$ cat config.mk
export PLATFORM = sky130hd
export DESIGN_NAME = regfile_wb_ctrl
export DESIGN_NICKNAME = d
export VERILOG_FILES = /design/src/rtl/rv_wb_pkg.sv /design/src/rtl/wb_meta_fifo.sv /design/src/rtl/regfile_wb_ctrl.sv
export SDC_FILE = /design/constraint.sdc
export NUM_CORES = 1
export LEC_CHECK = 0
export CAP_MARGIN = 30
export CORE_ASPECT_RATIO = 1.25
export CORE_MARGIN = 5
export CORE_UTILIZATION = 46
export CTS_CLUSTER_DIAMETER = 30
export DETAILED_ROUTE_END_ITERATION = 8
export GPL_TIMING_DRIVEN = 1
export PLACE_DENSITY_LB_ADDON = 0.12
export REMOVE_ABC_BUFFERS = 1
export SYNTH_ARGS = -nofsm -noshare
export SYNTH_HDL_FRONTEND = slang
export SYNTH_SLANG_ARGS = --single-unit
$ cat constraint.sdc
create_clock -name clk -period 8.3 [get_ports clk]
set_clock_uncertainty 0.2 [all_clocks]
set_input_delay 2.49 -clock clk [delete_from_list [all_inputs] [get_ports clk]]
set_output_delay 2.49 -clock clk [all_outputs]
set_load 0.005 [all_outputs]
$ cat src/rtl/rv_wb_pkg.sv
// Shared types for the register-file writeback path: load funct3 codes,
// outstanding-load metadata and the load byte-lane extraction/extension function.
package rv_wb_pkg;

    localparam logic [2:0] F3_LB  = 3'b000;
    localparam logic [2:0] F3_LH  = 3'b001;
    localparam logic [2:0] F3_LW  = 3'b010;
    localparam logic [2:0] F3_LBU = 3'b100;
    localparam logic [2:0] F3_LHU = 3'b101;

    typedef struct packed {
        logic [4:0] dest;
        logic [2:0] funct3;
        logic [1:0] offset;
    } wb_meta_t;

    function automatic logic funct3_is_load(input logic [2:0] funct3);
        logic ok;
        case (funct3)
            F3_LB, F3_LH, F3_LW, F3_LBU, F3_LHU: ok = 1'b1;
            default:                            ok = 1'b0;
        endcase
        return ok;
    endfunction

    // Unknown funct3 codes fall through to a full-word pass so the write still retires.
    function automatic logic [31:0] load_extend(input logic [31:0] word,
                                                input logic [2:0]  funct3,
                                                input logic [1:0]  offset);
        logic [7:0]  byte_s;
        logic [15:0] half_s;
        logic [31:0] res;
        case (offset)
            2'd0:    byte_s = word[7:0];
            2'd1:    byte_s = word[15:8];
            2'd2:    byte_s = word[23:16];
            default: byte_s = word[31:24];
        endcase
        half_s = offset[1] ? word[31:16] : word[15:0];
        case (funct3)
            F3_LB:   res = {{24{byte_s[7]}}, byte_s};
            F3_LBU:  res = {24'h00_0000, byte_s};
            F3_LH:   res = {{16{half_s[15]}}, half_s};
            F3_LHU:  res = {16'h0000, half_s};
            default: res = word;
        endcase
        return res;
    endfunction

endpackage

$ cat src/rtl/wb_meta_fifo.sv
// In-order FIFO of outstanding-load metadata; the head is the load the next
// memory response belongs to.
module wb_meta_fifo
    import rv_wb_pkg::*;
#(
    parameter int DEPTH = 4
) (
    input  logic     clk,
    input  logic     rst,
    input  logic     push,
    input  logic     pop,
    input  wb_meta_t din,
    output wb_meta_t dout,
    output logic     full,
    output logic     empty
);

    localparam int PW = $clog2(DEPTH);
    localparam logic [PW:0] FULL_CNT = (PW + 1)'(DEPTH);

    wb_meta_t      mem_q [DEPTH];
    wb_meta_t      mem_d [DEPTH];
    logic [PW-1:0] wr_ptr_q, wr_ptr_d, rd_ptr_q, rd_ptr_d;
    logic [PW:0]   count_q, count_d;

    assign full  = (count_q == FULL_CNT);
    assign empty = (count_q == '0);
    assign dout  = mem_q[rd_ptr_q];

    // Next-state pointers, occupancy and storage.
    always_comb begin
        mem_d    = mem_q;
        wr_ptr_d = wr_ptr_q;
        rd_ptr_d = rd_ptr_q;
        count_d  = count_q;
        if (push) begin
            mem_d[wr_ptr_q] = din;
            wr_ptr_d        = wr_ptr_q + PW'(1);
        end else begin
            wr_ptr_d = wr_ptr_q;
        end
        if (pop) begin
            rd_ptr_d = rd_ptr_q + PW'(1);
        end else begin
            rd_ptr_d = rd_ptr_q;
        end
        case ({push, pop})
            2'b10:   count_d = count_q + (PW + 1)'(1);
            2'b01:   count_d = count_q - (PW + 1)'(1);
            default: count_d = count_q;
        endcase
    end

    // FIFO state registers.
    always_ff @(posedge clk or posedge rst) begin
        if (rst) begin
            for (int i = 0; i < DEPTH; i++) mem_q[i] <= '0;
            wr_ptr_q <= '0;
            rd_ptr_q <= '0;
            count_q  <= '0;
        end else begin
            mem_q    <= mem_d;
            wr_ptr_q <= wr_ptr_d;
            rd_ptr_q <= rd_ptr_d;
            count_q  <= count_d;
        end
    end

endmodule

$ cat src/rtl/regfile_wb_ctrl.sv
// Register-file write-port owner: arbitrates ALU results against in-order load
// responses (ALU first, losing load parked in a one-entry hold) and keeps a load-busy scoreboard.
module regfile_wb_ctrl
    import rv_wb_pkg::*;
#(
    parameter int DATA_WIDTH    = 32,
    parameter int ADDRESS_WIDTH = 5,
    parameter int NUM_REGS      = 32,
    parameter int LD_DEPTH      = 4
) (
    input  logic                     clk,
    input  logic                     rst,
    input  logic                     alu_wb_valid,
    input  logic [ADDRESS_WIDTH-1:0] alu_wb_dest,
    input  logic [DATA_WIDTH-1:0]    alu_wb_data,
    input  logic                     ld_req_valid,
    output logic                     ld_req_ready,
    input  logic [ADDRESS_WIDTH-1:0] ld_req_dest,
    input  logic [2:0]               ld_req_funct3,
    input  logic [1:0]               ld_req_offset,
    input  logic                     mem_rsp_valid,
    output logic                     mem_rsp_ready,
    input  logic [DATA_WIDTH-1:0]    mem_rsp_data,
    output logic                     rg_wrt_en,
    output logic [ADDRESS_WIDTH-1:0] rg_wrt_dest,
    output logic [DATA_WIDTH-1:0]    rg_wrt_data,
    output logic [NUM_REGS-1:0]      ld_busy,
    output logic                     ld_err
);

    logic                     rg_wrt_en_q, rg_wrt_en_d;
    logic [ADDRESS_WIDTH-1:0] rg_wrt_dest_q, rg_wrt_dest_d;
    logic [DATA_WIDTH-1:0]    rg_wrt_data_q, rg_wrt_data_d;
    logic [NUM_REGS-1:0]      ld_busy_q, ld_busy_d;
    logic                     ld_err_q, ld_err_d;
    logic                     hold_valid_q, hold_valid_d;
    logic [ADDRESS_WIDTH-1:0] hold_dest_q, hold_dest_d;
    logic [DATA_WIDTH-1:0]    hold_data_q, hold_data_d;

    wb_meta_t fifo_din_s, fifo_dout_s;
    logic     fifo_full_s, fifo_empty_s;
    logic     ld_acc_s, rsp_acc_s, rsp_pop_s, orphan_s, bad_f3_s;
    logic     cand_valid_s;
    logic [ADDRESS_WIDTH-1:0] cand_dest_s;
    logic [DATA_WIDTH-1:0]    cand_data_s;

    assign ld_req_ready  = !fifo_full_s && !ld_busy_q[ld_req_dest];
    assign mem_rsp_ready = !hold_valid_q;
    assign ld_acc_s      = ld_req_valid && ld_req_ready;
    assign rsp_acc_s     = mem_rsp_valid && mem_rsp_ready;
    assign rsp_pop_s     = rsp_acc_s && !fifo_empty_s;
    assign orphan_s      = rsp_acc_s && fifo_empty_s;
    assign bad_f3_s      = rsp_pop_s && !funct3_is_load(fifo_dout_s.funct3);
    assign fifo_din_s    = '{dest: ld_req_dest, funct3: ld_req_funct3, offset: ld_req_offset};

    // The hold entry is older than any new response, and blocks new ones while full.
    assign cand_valid_s = hold_valid_q || rsp_pop_s;
    assign cand_dest_s  = hold_valid_q ? hold_dest_q : fifo_dout_s.dest;
    assign cand_data_s  = hold_valid_q ? hold_data_q
                        : load_extend(mem_rsp_data, fifo_dout_s.funct3, fifo_dout_s.offset);

    wb_meta_fifo #(.DEPTH(LD_DEPTH)) u_fifo (
        .clk   (clk),
        .rst   (rst),
        .push  (ld_acc_s),
        .pop   (rsp_pop_s),
        .din   (fifo_din_s),
        .dout  (fifo_dout_s),
        .full  (fifo_full_s),
        .empty (fifo_empty_s)
    );

    // Write-port arbitration, hold-register parking and scoreboard update.
    always_comb begin
        rg_wrt_en_d   = 1'b0;
        rg_wrt_dest_d = rg_wrt_dest_q;
        rg_wrt_data_d = rg_wrt_data_q;
        hold_valid_d  = hold_valid_q;
        hold_dest_d   = hold_dest_q;
        hold_data_d   = hold_data_q;
        ld_busy_d     = ld_busy_q;
        ld_err_d      = orphan_s || bad_f3_s;
        if (alu_wb_valid) begin
            rg_wrt_en_d = (alu_wb_dest != '0);
            if (alu_wb_dest != '0) begin
                rg_wrt_dest_d = alu_wb_dest;
                rg_wrt_data_d = alu_wb_data;
            end else begin
                rg_wrt_dest_d = rg_wrt_dest_q;
            end
            if (cand_valid_s) begin
                hold_valid_d = 1'b1;
                hold_dest_d  = cand_dest_s;
                hold_data_d  = cand_data_s;
            end else begin
                hold_valid_d = hold_valid_q;
            end
        end else if (cand_valid_s) begin
            rg_wrt_en_d  = (cand_dest_s != '0);
            if (cand_dest_s != '0) begin
                rg_wrt_dest_d = cand_dest_s;
                rg_wrt_data_d = cand_data_s;
            end else begin
                rg_wrt_dest_d = rg_wrt_dest_q;
            end
            hold_valid_d = 1'b0;
            ld_busy_d[cand_dest_s] = 1'b0;
        end else begin
            rg_wrt_en_d = 1'b0;
        end
        if (ld_acc_s && (ld_req_dest != '0)) begin
            ld_busy_d[ld_req_dest] = 1'b1;
        end else begin
            ld_err_d = ld_err_d;
        end
    end

    // Registered write port, scoreboard, error pulse and hold entry.
    always_ff @(posedge clk or posedge rst) begin
        if (rst) begin
            rg_wrt_en_q   <= 1'b0;
            rg_wrt_dest_q <= '0;
            rg_wrt_data_q <= '0;
            ld_busy_q     <= '0;
            ld_err_q      <= 1'b0;
            hold_valid_q  <= 1'b0;
            hold_dest_q   <= '0;
            hold_data_q   <= '0;
        end else begin
            rg_wrt_en_q   <= rg_wrt_en_d;
            rg_wrt_dest_q <= rg_wrt_dest_d;
            rg_wrt_data_q <= rg_wrt_data_d;
            ld_busy_q     <= ld_busy_d;
            ld_err_q      <= ld_err_d;
            hold_valid_q  <= hold_valid_d;
            hold_dest_q   <= hold_dest_d;
            hold_data_q   <= hold_data_d;
        end
    end

    assign rg_wrt_en   = rg_wrt_en_q;
    assign rg_wrt_dest = rg_wrt_dest_q;
    assign rg_wrt_data = rg_wrt_data_q;
    assign ld_busy     = ld_busy_q;
    assign ld_err      = ld_err_q;

endmodule

# [Word level (Yosys, flattened, before mapping)]
# Index checks and enable logic that the tools add are counted.
[totals] output_inout_bits=73 register_bits=156 wordCells=113
[classes] muxes=35 n_eq_ne=10 reduce_logical=29 n_addsub=4 n_bitwise=5 magnitude_cmp=7
[op_table] op="$mux W32" n=8
[op_table] op="$pmux W32 S4" n=1
[op_table] op="$bwmux W40" n=1
[op_table] op="$and A32 B32 Y32" n=1
[op_table] op="$not A32 Y32" n=1
[op_table] op="$or A32 B32 Y32" n=1
[op_table] op="$mux W10" n=3
[op_table] op="$mux W5" n=5
[op_table] op="$pmux W8 S3" n=1
[op_table] op="$bmux W10 S2" n=1
[op_table] op="$demux W10 S2" n=1
[op_table] op="$mux W16" n=1
[op_table] op="$reduce_bool A5 Y1" n=3
[op_table] op="$lt A5 B6 Y1 const B" n=2
[op_table] op="$demux W1 S5" n=2
[op_table] op="$ge A5 B1 Y1 const B" n=2
[op_table] op="$logic_and A1 B1 Y1" n=10
[op_table] op="$eq A3 B3 Y1 const B" n=3
[op_table] op="$mux W1" n=9
[op_table] op="$ge A3 B3 Y1 const B" n=2
[op_table] op="$logic_not A3 Y1" n=2
[op_table] op="$not A2 Y3" n=2
[op_table] op="$pmux W3 S2" n=1
[op_table] op="$reduce_bool A2 Y1" n=3
[op_table] op="16 further kinds" n=24

# [Longest topological paths before layout]
# Gate-level depths: netlist of run 1.
[depth] depth_word=15 ltp_mapped=14

# [By module]
# A second synthesis of run 1 with hierarchy kept.
[hier_totals] hier_cells=774 area_unflattened_um2=7870.0
[by_module_without_submodules] mod="regfile_wb_ctrl" cells_per_inst=644 n_inst=1 area_per_inst_um2=5763.0
[by_module_without_submodules] mod="wb_meta_fifo" cells_per_inst=130 n_inst=1 area_per_inst_um2=2107.0

# [Worst setup path before layout of run 1]
# OpenSTA, ideal clock, no wires.
[synth_timing] kind="in2out" from="input port ld_req_dest[1]" to="output port ld_req_ready" arrival_ps=3887 path_stages=6 setup_slack_ps=1723 path_cell_list="clkbuf_1 > clkbuf_1 > mux4_2 > a32oi_1 > o311ai_1 > a211oi_4"
[synth_via] elab_chain_len=4
[synth_lines] element="start, declared" line_no="regfile_wb_ctrl.sv:18" rtl="input logic [ADDRESS_WIDTH-1:0] ld_req_dest,"
[synth_lines] element="$bmux W1 S5" line_no="regfile_wb_ctrl.sv:47" rtl="assign ld_req_ready = !fifo_full_s && !ld_busy_q[ld_req_dest];"
[synth_lines] element="$mux W1 (implied by the code)" line_no="regfile_wb_ctrl.sv:47"
[synth_lines] element="$logic_not A1 Y1" line_no="regfile_wb_ctrl.sv:47"
[synth_lines] element="$logic_and A1 B1 Y1" line_no="regfile_wb_ctrl.sv:47"
[synth_lines] element="end, declared" line_no="regfile_wb_ctrl.sv:17" rtl="output logic ld_req_ready,"
# No other way between the ends. The select of a mux whose other input is x is not followed.

# [Worst setup path after layout of run 1]
# Same ends and word-level chain as after synthesis.

==> results of run 1 <==
## routing by layer
layer,routed length [µm],share of wire (%)
met1,9950,41
met2,12400,51
met5,0,0
met4,696,2.9
met3,1410,5.8
## power groups by stage
stage | sequential (W) | combinational, W | clock (W)
2_1_floorplan | 0.00137 | 0.00124 | 0
3_3_place_gp | 0.00140 | 0.00203 | 0
3_5_place_dp | 0.00142 | 0.00209 | 0
4_1_cts | 0.00141 | 0.00211 | 0.000789
5_1_grt | 0.00146 | 0.00228 | 0.000819
6_report | 0.00141 | 0.00209 | 0.000775
## registers in the layout (all words and copies together), names as in the netlist
signal           cells
rg_wrt_dest          5
ld_busy             32
u_fifo.wr_ptr_q      2
rg_wrt_data         32
hold_dest_q          5
u_fifo.count_q       3
ld_err               1
u_fifo.rd_ptr_q      2
hold_data_q         32
hold_valid_q         1
u_fifo.mem_q        40
rg_wrt_en            1
## final cells by class
cell class                 count  area share, %
clock buffer                  22           4.66
clock inverter                10           1.01
inverter                      36           1.35
multi-input combinational    522           37.0
sequential                   156           37.6
tap                          224           2.70
timing repair buffer         166           15.7
## kinds of logic after synthesis
logic type                 after synthesis  share of synthesized area (%)
and+or+nand+nor                        176                           10.1
buffers and inverters                   94                           5.04
adders and majority gates                6                           1.01
muxes                                   85                           13.9
xor gates and xnor gates                 6                          0.644
AOI/OAI and AO/OA                      249                           21.4
DFF                                    156                           47.8
## cells in the mapped netlist (11+ instances only)
master	count
sky130_fd_sc_hd__buf_2	14
sky130_fd_sc_hd__a2bb2oi_1	18
sky130_fd_sc_hd__a21oi_1	31
sky130_fd_sc_hd__inv_1	33
sky130_fd_sc_hd__or3_1	12
sky130_fd_sc_hd__o21ai_0	66
sky130_fd_sc_hd__o31ai_1	36
sky130_fd_sc_hd__mux2i_1	20
sky130_fd_sc_hd__nand3_1	11
sky130_fd_sc_hd__dfrtp_1	156
sky130_fd_sc_hd__mux2_1	20
sky130_fd_sc_hd__a22oi_1	23
sky130_fd_sc_hd__mux2_2	27
sky130_fd_sc_hd__nor2_1	33
sky130_fd_sc_hd__clkbuf_1	29
sky130_fd_sc_hd__nand2_1	74
sky130_fd_sc_hd__a221o_1	16
sky130_fd_sc_hd__mux4_2	18
## stage by stage
stage / instances / cell area [µm²] / hold slack [ns] / utilization (%)
3_3_place_gp: 1103 / 9790 / 0.260 / 56.2
4_1_cts: 1136 / 10400 / 0.285 / 59.6
6_report: 1136 / 10400 / 0.281 / 59.6
2_1_floorplan: 714 / 7880 / 0.250 / -
3_5_place_dp: 1104 / 9800 / 0.271 / 56.2
5_1_grt: 1136 / 10400 / 0.298 / 59.6
## how the worst max path moves through the flow
| stage | startpoint | endpoint | cells after the start |
|---|---|---|---|
| final | ld_req_dest[1] | ld_req_ready | 6 |
| after global routing | ld_req_dest[1] | ld_req_ready | 6 |
| after CTS | ld_req_dest[1] | ld_req_ready | 6 |
| after detailed placement | ld_req_dest[1] | ld_req_ready | 6 |
| after global placement | ld_req_dest[0] | ld_req_ready | 7 |
| after floorplan | rst | hold_data_q[0] | 1 |
==> results.txt, run 1 <==
In this run the worst hold path is classified as reg2reg. The count of maximum capacitance violations is 0. The die boundary height is 159 µm. The area taken by flip-flops and latches came out at 3900 µm².

The I/O pin count came out at 157. IR analysis of the VDD net gives a maximum drop of 0.000218 V. The post-synthesis register bit count came out at 156.

After floorplanning, the core was divided into 54 placement rows. Relative to the synthesized area, the layout overhead comes to 27.3%. The worst path required time came out at 5.61 ns. In this run the cell area of the synthesized design comes to 8160 µm². The combined buffer and inverter count along the critical path came out at 2.

For this configuration, the core starts out at a cell density of 46.8%. The cell accounting for the most synthesized area is sky130_fd_sc_hd__dfrtp_1. The proportion of power drawn by the clock network is 18.1%. The mean post-synth cell area came out at 10.6 µm².

Summed over all failing endpoints, the final setup total negative slack is 0 ns. The number of slew-limit violations in the final report came out at 0. The wire length reported by the detailed router is 24400 µm.

The buffer depth of the longest clock path came out at 2. In the routed design, unresolved DRC markers number 0. The initial antenna violation count came out at 0. The floorplan step defined a core boundary enclosing 17400 µm². The worst min-delay path endpoint is u_fifo.mem_q[28]. The via-per-instance ratio is around 6.0. The number of fillers in the final layout is 1497.

The CTS clock-pin slew for the worst setup and hold paths is roughly 0.060 ns. The post-placement worst setup slack came out at about 0.57 ns. The total area of multi-input combinational cells came out at 3840 µm². In this run the most used layer during global routing was met2.

In this run the most critical hold path is launched from u_fifo.mem_q[28]. The startpoint identified for the worst register-to-register timing path is u_fifo.rd_ptr_q[0]. The setup violation total in the final timing report came out at 0. The TritonCTS clock tree is built.

The first global-routing pass estimated around 38000 µm of wire. Among the stages of the critical path, the cell type that occurs most often is sky130_fd_sc_hd__clkdlybuf4s50_1. The count of antenna diodes in the layout came out at 0. The timing-limited maximum frequency came out at 129 MHz. Setup repair after global routing left no endpoint under its margin. In the post-route analysis, the smallest setup slack over all paths is 0.542 ns. The Yosys step of the flow raised 0 warnings. The register-to-register setup slack came out at 4.59 ns. The library cell used most frequently in the layout, excluding fill and tap cells, is sky130_fd_sc_hd__dfrtp_1. The normalized max-slew margin is 42.1%. The minimum clock period after layout came out at just under 8 ns. The flow ran to the end, and the final reports show no timing, DRC or antenna violations. The clock sink count came out at 156. Combinational cells account for roughly 50% of the total power. The ratio of cells with drive above 1 in the final layout is approximately 11%. The congestion estimate from routability-driven global placement came to 0.920.

The overall track demand over capacity in global routing is about a quarter. The total power draw is 0.00428 W. The cell count after synthesis came out at 772.

In this run, post-CTS repair resized a total of 0 instances. Counting flops with a built-in enable in the synthesized netlist gives 0. The residual overflow from global routing is 0.

The final net count is 989. Clock latency on the worst-skew pair, taken at its later pin, is 0.43 ns. The die width is 129 µm.

The sequential element share of the synthesized area came out at 47.8%. By area the synthesized netlist is led by sky130_fd_sc_hd__dfrtp_1, sky130_fd_sc_hd__mux4_2, sky130_fd_sc_hd__o21ai_0. The H-tree depth came out at 4. The met1 global-route usage is 30.1%. The share of total power consumed by net switching came out at approximately 39%.

Global routing consumed, on the met3 layer, 4.07% of the routing resources. Leaving out fill and tap cells, the most frequent cells in the layout are sky130_fd_sc_hd__dfrtp_1, sky130_fd_sc_hd__clkdlybuf4s50_1, sky130_fd_sc_hd__nand2_1. The sequential fraction of design power came out at 33.0%. The die covers 20500 µm². Port buffering added roughly 160 buffers. The analysis attributes to net switching a power of about 0.0017 W. The largest fanout of any net on the critical path came out at 16.

The proportion of netlist area held by the largest area contributor is 47.8%. The number of post-CTS setup repair buffers is 0. The post-DP HPWL is 17200 µm. The global routing usage on met2 came out at slightly below 40%. The number of buffers created by CTS is 17. The hold buffer count at CTS is 0. The count of nets left with antenna violations after detail routing is 0. The final critical-path share of the clock period came out at 93.5%. The via count of the first global-routing pass came out at 7163. The power density normalized to cell area is roughly 410 nW/µm². STA classifies the critical path startpoint as an input port. The maximum number of pins on one net before global-route repair came out at 95. Among all stages on the critical path, the largest delay is contributed by sky130_fd_sc_hd__clkdlybuf4s50_1. Walking the worst path, the cells encountered are clkdlybuf4s50_1, mux4_2, a32oi_1, o311ai_1, a211oi_4, clkdlybuf4s50_1. The worst hold path cell count is 1.

The routed via count came out at 6832. At the pin with the least slew margin, the transition time is 0.868 ns. For this run, the leading register cell type out of synthesis is sky130_fd_sc_hd__dfrtp_1.

Internal power comes to 0.00261 W. The routed wire length per instance came out at around 21 µm. In this design, the stage delay of the slowest critical-path cell is 0.89 ns. The capture instance of the worst register-to-register path is rg_wrt_data[18]. The count of cells along the worst register-to-register path came out at 7. Data on the critical path arrives at its endpoint at 5.07 ns. The async set-or-reset flop fraction in the synthesized netlist is 100%.

The number of hold violations in the final report came out at 0. The leakage power came out at approximately 4.3 nW. The first TritonRoute pass finished after 5 iterations.

The worst setup path is of the in2out kind. The gate family responsible for the most delay along the worst path is buffers and inverters. The nature of the critical path endpoint is an output port. After the first detailed-routing iteration, the DRC count stood at 656.

The number of library cell types mapped by synthesis is 61. The root buffer cell is sky130_fd_sc_hd__clkbuf_16.
Note: power is estimated with default switching activity, not from simulation.
==> run 2, diff against run 1 <==
--- a/config.mk
+++ b/config.mk
@@ -6,7 +6,7 @@
 export NUM_CORES = 1
 export LEC_CHECK = 0
 export CAP_MARGIN = 30
-export CORE_ASPECT_RATIO = 1.25
+export CORE_ASPECT_RATIO = 1.5
 export CORE_MARGIN = 5
 export CORE_UTILIZATION = 46
 export CTS_CLUSTER_DIAMETER = 30
==> results.txt, run 2 (same netlist as run 1, synthesis figures left out) <==
The flow ran to the end, and the final reports show no timing, DRC or antenna violations. The worst register-to-register path begins at u_fifo.rd_ptr_q[0]. The number of hold violations in the final report was 0. The floorplan step set the die width to 119 µm. Summed over all nets, the half-perimeter wirelength after detailed placement is roughly 18000 µm. The critical path is of the in2out type. The routed wire length per instance is 22.1 µm.

The initial antenna violation count is 1. The arrival time at the worst endpoint came out at 5.06 ns. The register with the most flip-flops in the final layout is u_fifo.mem_q. Using the TritonRoute via totals, the vias-per-cell ratio works out to 6.10.

The leakage power came out at between 4 and 5 nW. Setup repair after global routing left no endpoint under its margin. The total power draw came out at 0.00429 W. The I/O pin count came out at ~160. The TritonCTS clock tree is built.

Prior to clock tree synthesis, the placed netlist has a worst setup slack of 0.573 ns. The pre-antenna-repair detailed-routing pass consisted of 5 iterations. The later pin in the worst-skew pair is clocked with a latency of around 0.43 ns. The effective utilization at floorplan is 46.8%. No sink is reached through more buffers than the 2 on the longest clock path.

The routability-driven placement congestion ratio came out at 0.895. From synthesis to final layout, the design area changed by 27.6%. In this run the worst path has a maximum fanout of 16. The summed negative setup slack over all endpoints came out at 0 ns. The residual overflow from global routing is 0.

The number of buffers created by CTS is 17. The number of post-CTS setup repair buffers came out at 0. STA classifies the critical path startpoint as an input port.

The clock tree synthesis step divided the H-tree into 4 levels. The die covers between 20000 and 25000 µm². The die boundary height is 173 µm. The count of buffers from port buffering is between 150 and 200.

For hold timing, the worst endpoint is rg_wrt_data[0]. The worst voltage drop across the vdd grid came out at 0.000176 V. The violation count after the first detailed-routing iteration came out at 483.

The final net count is 991. STA puts the critical path data required time at 5.61 ns. The number of cells upsized or downsized after cts is 0. The count of nets left with antenna violations after detail routing came out at 0. The worst hold slack came out at 0.282 ns.

The top cell types in the final layout, fill and taps aside, are sky130_fd_sc_hd__dfrtp_1, sky130_fd_sc_hd__clkdlybuf4s50_1, sky130_fd_sc_hd__nand2_1. The register with the most flip-flops in the layout has 40 of them. The worst register-to-register path has a setup slack of 4.76 ns. The CTS clock-pin slew for the worst setup and hold paths came out at around 0.06 ns. The via count of the first global-routing pass came to 7202. The slew at the pin with the worst max-slew slack came out at 0.832 ns. The overall track demand over capacity in global routing is between 20% and 30%. The post-layout worst setup margin came out at between 0.5 and 0.6 ns.

The final critical-path share of the clock period is 93.4%. The worst hold path cell count came out at 2. After floorplanning, the core was divided into 59 placement rows.

The number of slew-limit violations in the final report came out at 0. Derived from the worst setup path, the maximum achievable clock frequency is 129 MHz. Setup violations remaining at the end of the flow were counted as 0. The nature of the critical path endpoint is an output port. The clock sink count is 156. The normalized max-slew margin is 44.5%. Clock tree synthesis selected as its root buffer the cell sky130_fd_sc_hd__clkbuf_16. The final route contains 6879 vias. The number of cells on the worst reg-to-reg path is 6. The minimum clock period after layout came out at 7.75 ns.

The area of the core came out at 17400 µm². The wire length reported by the detailed router came out at about 25000 µm. The ratio of cells with drive above 1 in the final layout is 11.5%. The tightest min-delay check is of the reg2reg type. The wire length of the first global-routing pass is 39400 µm. The hold buffer count at CTS is 0. Entering global routing, the biggest net connects 102 pins. Max-cap violations in this run came to 0. In this run the power density over the cells is 412 nW/µm². In this run the most critical hold path is launched from rg_wrt_data[0]. The count of unresolved DRC violations after routing is 0. The library cell used most frequently in the layout, excluding fill and tap cells, is sky130_fd_sc_hd__dfrtp_1.

The capture instance of the worst register-to-register path is rg_wrt_data[13].
==> run 2: changes by cell type in the layout (fill, tap and decap cells not counted), sizes merged, moves of 2 or more <==
cell and delta:
clkbuf -2, buf +2, clkinvlp -2, clkinv +2, inv +3
==> run 2: per-stage QoR <==
| step | util, % | area, µm² | cells |
|---|---|---|---|
| floorplan | - | 7880 | 714 |
| global placement | 56.1 | 9780 | 1092 |
| detailed placement | 56.2 | 9790 | 1093 |
| CTS | 59.5 | 10400 | 1125 |
| global route | 59.8 | 10400 | 1128 |
| finish | 59.8 | 10400 | 1128 |
==> run 2: final cells by class <==
class / count / area, µm²
fill: 1478 / 7010
sequential: 156 / 3900
multi-input combinational: 522 / 3840
timing repair buffer: 168 / 1690
clock buffer: 20 / 467
tap: 213 / 267
inverter: 36 / 140
clock inverter: 12 / 105
antenna: 1 / 2.50
==> run 2: worst max-delay path, stage by stage <==
cell                              delay, ns
sky130_fd_sc_hd__clkdlybuf4s50_1       0.85
sky130_fd_sc_hd__mux4_2                0.40
sky130_fd_sc_hd__a32oi_1               0.21
sky130_fd_sc_hd__o311ai_1              0.18
sky130_fd_sc_hd__a211oi_4              0.34
sky130_fd_sc_hd__clkdlybuf4s50_1       0.58
==> run 2: how the worst max path moves through the flow <==
stage	depth (start not counted)	slack, ns	end	startpoint
floorplan	1	1.40	hold_data_q[0]	rst
finish	6	0.55	ld_req_ready	ld_req_dest[1]
global route	6	0.38	ld_req_ready	ld_req_dest[1]
global placement	7	0.66	ld_req_ready	ld_req_dest[0]
detailed placement	7	0.57	ld_req_ready	ld_req_dest[0]
CTS	7	0.56	ld_req_ready	ld_req_dest[0]
==> run 2: routing by layer <==
| metal | wire length (µm) | share of wire [%] | GRT usage (%) |
|---|---|---|---|
| met1 | 9430 | 38 | 27.6 |
| met2 | 13100 | 53 | 42.9 |
| met3 | 1370 | 5.5 | 5.23 |
| met4 | 1030 | 4.1 | 11.3 |
| met5 | 0 | 0 | 0 |
==> run 2: power by group <==
group | switching [W] | total (W) | internal [W]
logic | 0.00107 | 0.00211 | 0.00104
clock network | 0.000338 | 0.000754 | 0.000416
registers | 0.000283 | 0.00142 | 0.00114
total | 0.00170 | 0.00429 | 0.00259
==> run 3, diff against run 2 <==
--- a/config.mk
+++ b/config.mk
@@ -14,6 +14,7 @@
 export GPL_TIMING_DRIVEN = 1
 export PLACE_DENSITY_LB_ADDON = 0.12
 export REMOVE_ABC_BUFFERS = 1
+export SKIP_LAST_GASP = 1
 export SYNTH_ARGS = -nofsm -noshare
 export SYNTH_HDL_FRONTEND = slang
 export SYNTH_SLANG_ARGS = --single-unit
==> results of run 3 <==
Final layout, timing and power as in run 2 (identical DEF).
